### src/rtl/lab1_imul_prod_accum.sv
// Product accumulator: sums p_count products from the multiplier stream and
// emits each group sum on a valid/ready output stream.
module lab1_imul_prod_accum #(
    parameter int p_count = 4,
    parameter int p_nbits = 32
) (
    input  logic               clk,
    input  logic               reset,
    input  logic               istream_val,
    output logic               istream_rdy,
    input  logic [p_nbits-1:0] istream_msg,
    output logic               ostream_val,
    input  logic               ostream_rdy,
    output logic [p_nbits-1:0] ostream_msg
);

    localparam int c_cw = $clog2(p_count + 1);
    localparam logic [c_cw-1:0] c_last = c_cw'(p_count - 1);

    // state | meaning
    // ACCUM | collecting products, count = products taken so far
    // DONE  | holding a completed sum until downstream takes it
    typedef enum logic [1:0] {
        ST_ACCUM = 2'b01,
        ST_DONE  = 2'b10
    } state_t;

    state_t             r_state;
    logic [c_cw-1:0]    r_count;
    logic [p_nbits-1:0] r_sum;
    logic               w_in_fire;
    logic               w_out_fire;

    // In DONE the input is only ready when the held sum leaves the same cycle.
    always_comb begin
        istream_rdy = 1'b0;
        ostream_val = 1'b0;
        if (!reset) begin
            case (r_state)
                ST_ACCUM: istream_rdy = 1'b1;
                ST_DONE: begin
                    istream_rdy = ostream_rdy;
                    ostream_val = 1'b1;
                end
                default: ;
            endcase
        end
    end

    assign ostream_msg = reset ? '0 : r_sum;
    assign w_in_fire   = istream_val & istream_rdy;
    assign w_out_fire  = ostream_val & ostream_rdy;

    always_ff @(posedge clk) begin
        if (reset) begin
            r_state <= ST_ACCUM;
            r_count <= '0;
            r_sum   <= '0;
        end else begin
            case (r_state)
                ST_ACCUM: begin
                    if (w_in_fire) begin
                        r_sum <= (r_count == '0) ? istream_msg : r_sum + istream_msg;
                        if (r_count == c_last) begin
                            r_count <= '0;
                            r_state <= ST_DONE;
                        end else begin
                            r_count <= r_count + c_cw'(1);
                        end
                    end
                end
                ST_DONE: begin
                    if (w_out_fire) begin
                        if (w_in_fire) begin
                            r_sum <= istream_msg;
                            if (p_count == 1) begin
                                r_count <= '0;
                                r_state <= ST_DONE;
                            end else begin
                                r_count <= c_cw'(1);
                                r_state <= ST_ACCUM;
                            end
                        end else begin
                            r_state <= ST_ACCUM;
                        end
                    end
                end
                default: begin
                    r_state <= ST_ACCUM;
                    r_count <= '0;
                end
            endcase
        end
    end

endmodule

### config.mk
export PLATFORM = sky130hd
export DESIGN_NAME = lab1_imul_prod_accum
export DESIGN_NICKNAME = d
export VERILOG_FILES = /design/src/rtl/lab1_imul_prod_accum.sv
export SDC_FILE = /design/constraint.sdc
export NUM_CORES = 1
export LEC_CHECK = 0
export BUFFER_PORTS_ARGS = -buffer_cell sky130_fd_sc_hd__buf_4
export CAP_MARGIN = 20
export CELL_PAD_IN_SITES_DETAIL_PLACEMENT = 1
export CELL_PAD_IN_SITES_GLOBAL_PLACEMENT = 2
export CORE_UTILIZATION = 33
export CTS_BUF_LIST = sky130_fd_sc_hd__clkbuf_8
export DETAILED_ROUTE_END_ITERATION = 8
export HOLD_SLACK_MARGIN = 0.1
export PLACE_DENSITY_LB_ADDON = 0.3
export SYNTH_ARGS = -nofsm -noshare
export SYNTH_HDL_FRONTEND = slang
export SYNTH_SLANG_ARGS = --single-unit
### constraint.sdc
create_clock -name clk -period 4.33 [get_ports clk]
set_input_delay 1.0825 -clock clk [delete_from_list [all_inputs] [get_ports clk]]
set_output_delay 1.0825 -clock clk [all_outputs]
set_load 0.01 [all_outputs]
==> impl_results.md <==
- Fin crit share: 0.789
- CTS buffer count: 5
- Clk root buf: clkbuf_8
- Drt via density: approximately 5.4
- CTS Hold Bufs: 0
- Setup violators final: 0
- Port Buffers: between 60 and 70
- Die Y: between 100 and 150 um
- I/O pin cnt: 70
- Core Area: between 10000 and 15000 um^2
- Mean Syn Cell Area: ~7.6 um^2
- DP Cell Count: 669
- Seq cells post-synth: 37
- Clk buf depth: 2
- Power Density: ~310 nW/um^2
- Chip width: between 100 and 150 um
- Prevailing post-synth register cell: dfxtp_1
- Pleak: just under 2 nW
- Routability Congestion: approximately 0.80
- Top cell type's share of synthesized area: 0.203
- Clock Pin Slew Worst Setup and Hold Paths: 0.09 ns
- Register area share after synthesis: 0.203
- Max FO, Critical Path: 3
- Antenna Violating Nets Remaining: 0
- Ant diodes: 0
- Average wire per standard cell: around 17 um
- Fin Hold WS: between 0.5 and 0.6 ns
- DR pass1 iterations: 4
- Layout area overhead: 18.1%
- Initial core utilization: 0.339
- CTS tree: done
- Worst Path Required: between 4 and 5 ns
- Area leader, netlist: dfxtp_1
- Synth Net Count: 556
- Final WL: between 10 and 15 mm
- WS Path Type: in2reg
- Worst-Skew Late Latency: around 0.31 ns
- DP Worst Slack: 0.612 ns
- CTS H-tree lvls: 2
- Cell area after synthesis: ~3700 um^2
- Synth top area cells: dfxtp_1, ha_1, a21oi_1, nor2b_1, nor2_1
- Final Instance Count excl. Fillers: 677
- Slew @ Worst Pin: 0.941 ns
- DR vias: about 3700
- Share of layout cells above drive strength 1: 0.194
- RSZ-0062 raised after global routing: no
- EDFF count, synth: 0
- DP HPWL: 8.35 mm
- Pin count of the biggest net entering global routing: a little under 50
- Global Route Usage Sum: 0.208
- Crit start category: input pin
- Max Transition Viols Final: 0
- Critical Path End Type: register
- Async S/R FF share, synth: 0
- WP data arrival: roughly 3.6 ns
- Postcts setup bufs: 0
- Initial antenna violation count: 0
- Hold Path Class: reg2reg
- Post-Route Setup TNS: 0 ns
- Max rail drop VDD: 0.126 mV
- Status: finished, final reports clean
- First-pass GRT wire length: between 15 and 20 mm
- Library cells used by synthesis: 67
- DR DRC count: 0
- Worst R2R Path Depth: 11
- Die area: roughly 12000 um^2
- DR iter-0 viols: 92
- Hold path cells: 2
- Setup ws final: 0.916 ns
- Slew HR: 0.373
- Minimum clock period: between 3 and 4 ns
- Number of global-route vias before repair: around 3900
- Skew final: roughly 0.0087 ns
- Final #Nets: about 600
- Synth warn: 0
- Final hold vios: 0
- Clk sinks: 37
- Total gr overflow: 0
- Gate Count Post-Synth: a little under 500
- FP Rows: 38
- Post-CTS sizing: 0
- Fmax: about 290 MHz
- Max-Cap Viols: 0
where the power goes:
| group | leakage (nW) | total [mW] | internal [mW] | switching [mW] |
|---|---|---|---|---|
| sequential | 0.307 | 0.393 | 0.374 | 0.0187 |
| clock | 0.0574 | 0.347 | 0.188 | 0.159 |
| combinational | 1.57 | 0.580 | 0.249 | 0.330 |
cell type report:
cell class	count	area [um^2]
Fill cell	1334	6470
Multi-Input combinational cell	405	2690
Sequential cell	37	741
Timing Repair Buffer	72	541
Tap cell	140	175
Clock buffer	6	82.6
Inverter	15	56.3
Clock inverter	2	37.5
critical path: stages:
cell and delay, ns:
buf_4 0.12, ha_1 0.24, fa_1 0.43, a21oi_1 0.21, nor2_1 0.12, o311ai_2 0.34, a21oi_2 0.12, o2111ai_2 0.23
a21boi_1 0.11, or3_1 0.32, a31oi_1 0.19, a21oi_1 0.08
logic make-up (layout without fill, tap and decap cells):
| kind of cell | Yosys count | in the layout | share of synthesized area |
|---|---|---|---|
| AO/OA/AOI/OAI | 162 | 162 | 0.302 |
| XOR/XNOR | 24 | 24 | 0.0575 |
| adder cells (fa/ha/maj) | 36 | 36 | 0.125 |
| buffers and inverters | 42 | 95 | 0.0630 |
| flip-flops | 37 | 37 | 0.203 |
| multiplexers | 2 | 2 | 0.00548 |
| AND/OR/NAND/NOR | 181 | 181 | 0.244 |
final timing paths:
path             startpoint          to  slack, ns
max          istream_msg[0]   r_sum[26]       0.92
min              r_count[2]  r_count[2]       0.50
max reg2reg        r_sum[0]   r_sum[26]       1.49
min reg2reg      r_count[2]  r_count[2]       0.50
through the flow:
step / cell area, um^2 / utilization / power, mW
2_1_floorplan: 3660 / - / 0.827
3_3_place_gp: 4200 / 0.389 / 0.968
3_5_place_dp: 4200 / 0.389 / 0.982
4_1_cts: 4320 / 0.400 / 1.33
5_1_grt: 4320 / 0.400 / 1.41
6_report: 4320 / 0.400 / 1.32
synthesized netlist by cell type, types with 3 or more instances:
master    instances
ha_1             35
o211ai_1          6
o21a_1            3
buf_2             4
nor3_1            5
o21bai_1          7
or3_1             4
and3_2            3
o21ai_0          22
clkbuf_8          3
a211o_1           3
inv_1            15
a21oi_1          62
dfxtp_1          37
xor2_1            8
nor2b_1          35
and3_1            9
clkbuf_1         13
nand3_1          17
nor3b_1           3
a21o_1           13
o21ai_1           5
xnor2_1          16
a211oi_2          3
nand2_1          44
nand4_1           3
a31oi_1          12
nor2_1           47
cells in the final DEF, fill, tap and decap left out, types with 3 or more instances in the layout:
cell      instances
a31oi_1          12
ha_1             35
nand3_1          17
and3_2            3
xnor2_1          16
a21o_1           13
inv_1            15
a211oi_2          3
dfxtp_1          37
o21a_1            3
or3_1             4
nor2_1           47
o21ai_1           5
and3_1            9
nor3_1            5
xor2_1            8
nand4_1           3
o21bai_1          7
o21ai_0          22
nor2b_1          35
o211ai_1          6
clkbuf_8          6
nand2_1          44
a211o_1           3
nor3b_1           3
buf_4            72
a21oi_1          62
per-layer routing:
metal  wire (um)  track usage  vias to the layer above  share of wire
met2        5590        0.373                       47           0.50
met5           0            0                        -              0
li1            -            -                     1834              -
met4         156       0.0636                        0          0.014
met3         249       0.0224                       12          0.022
met1        5290        0.260                     1758           0.47
registers in the layout (all words and copies together), names as in the netlist:
| signal | flops |
|---|---|
| r_sum | 32 |
| r_count | 3 |
| r_state | 2 |
No activity file was read; power rests on OpenSTA's default activity.
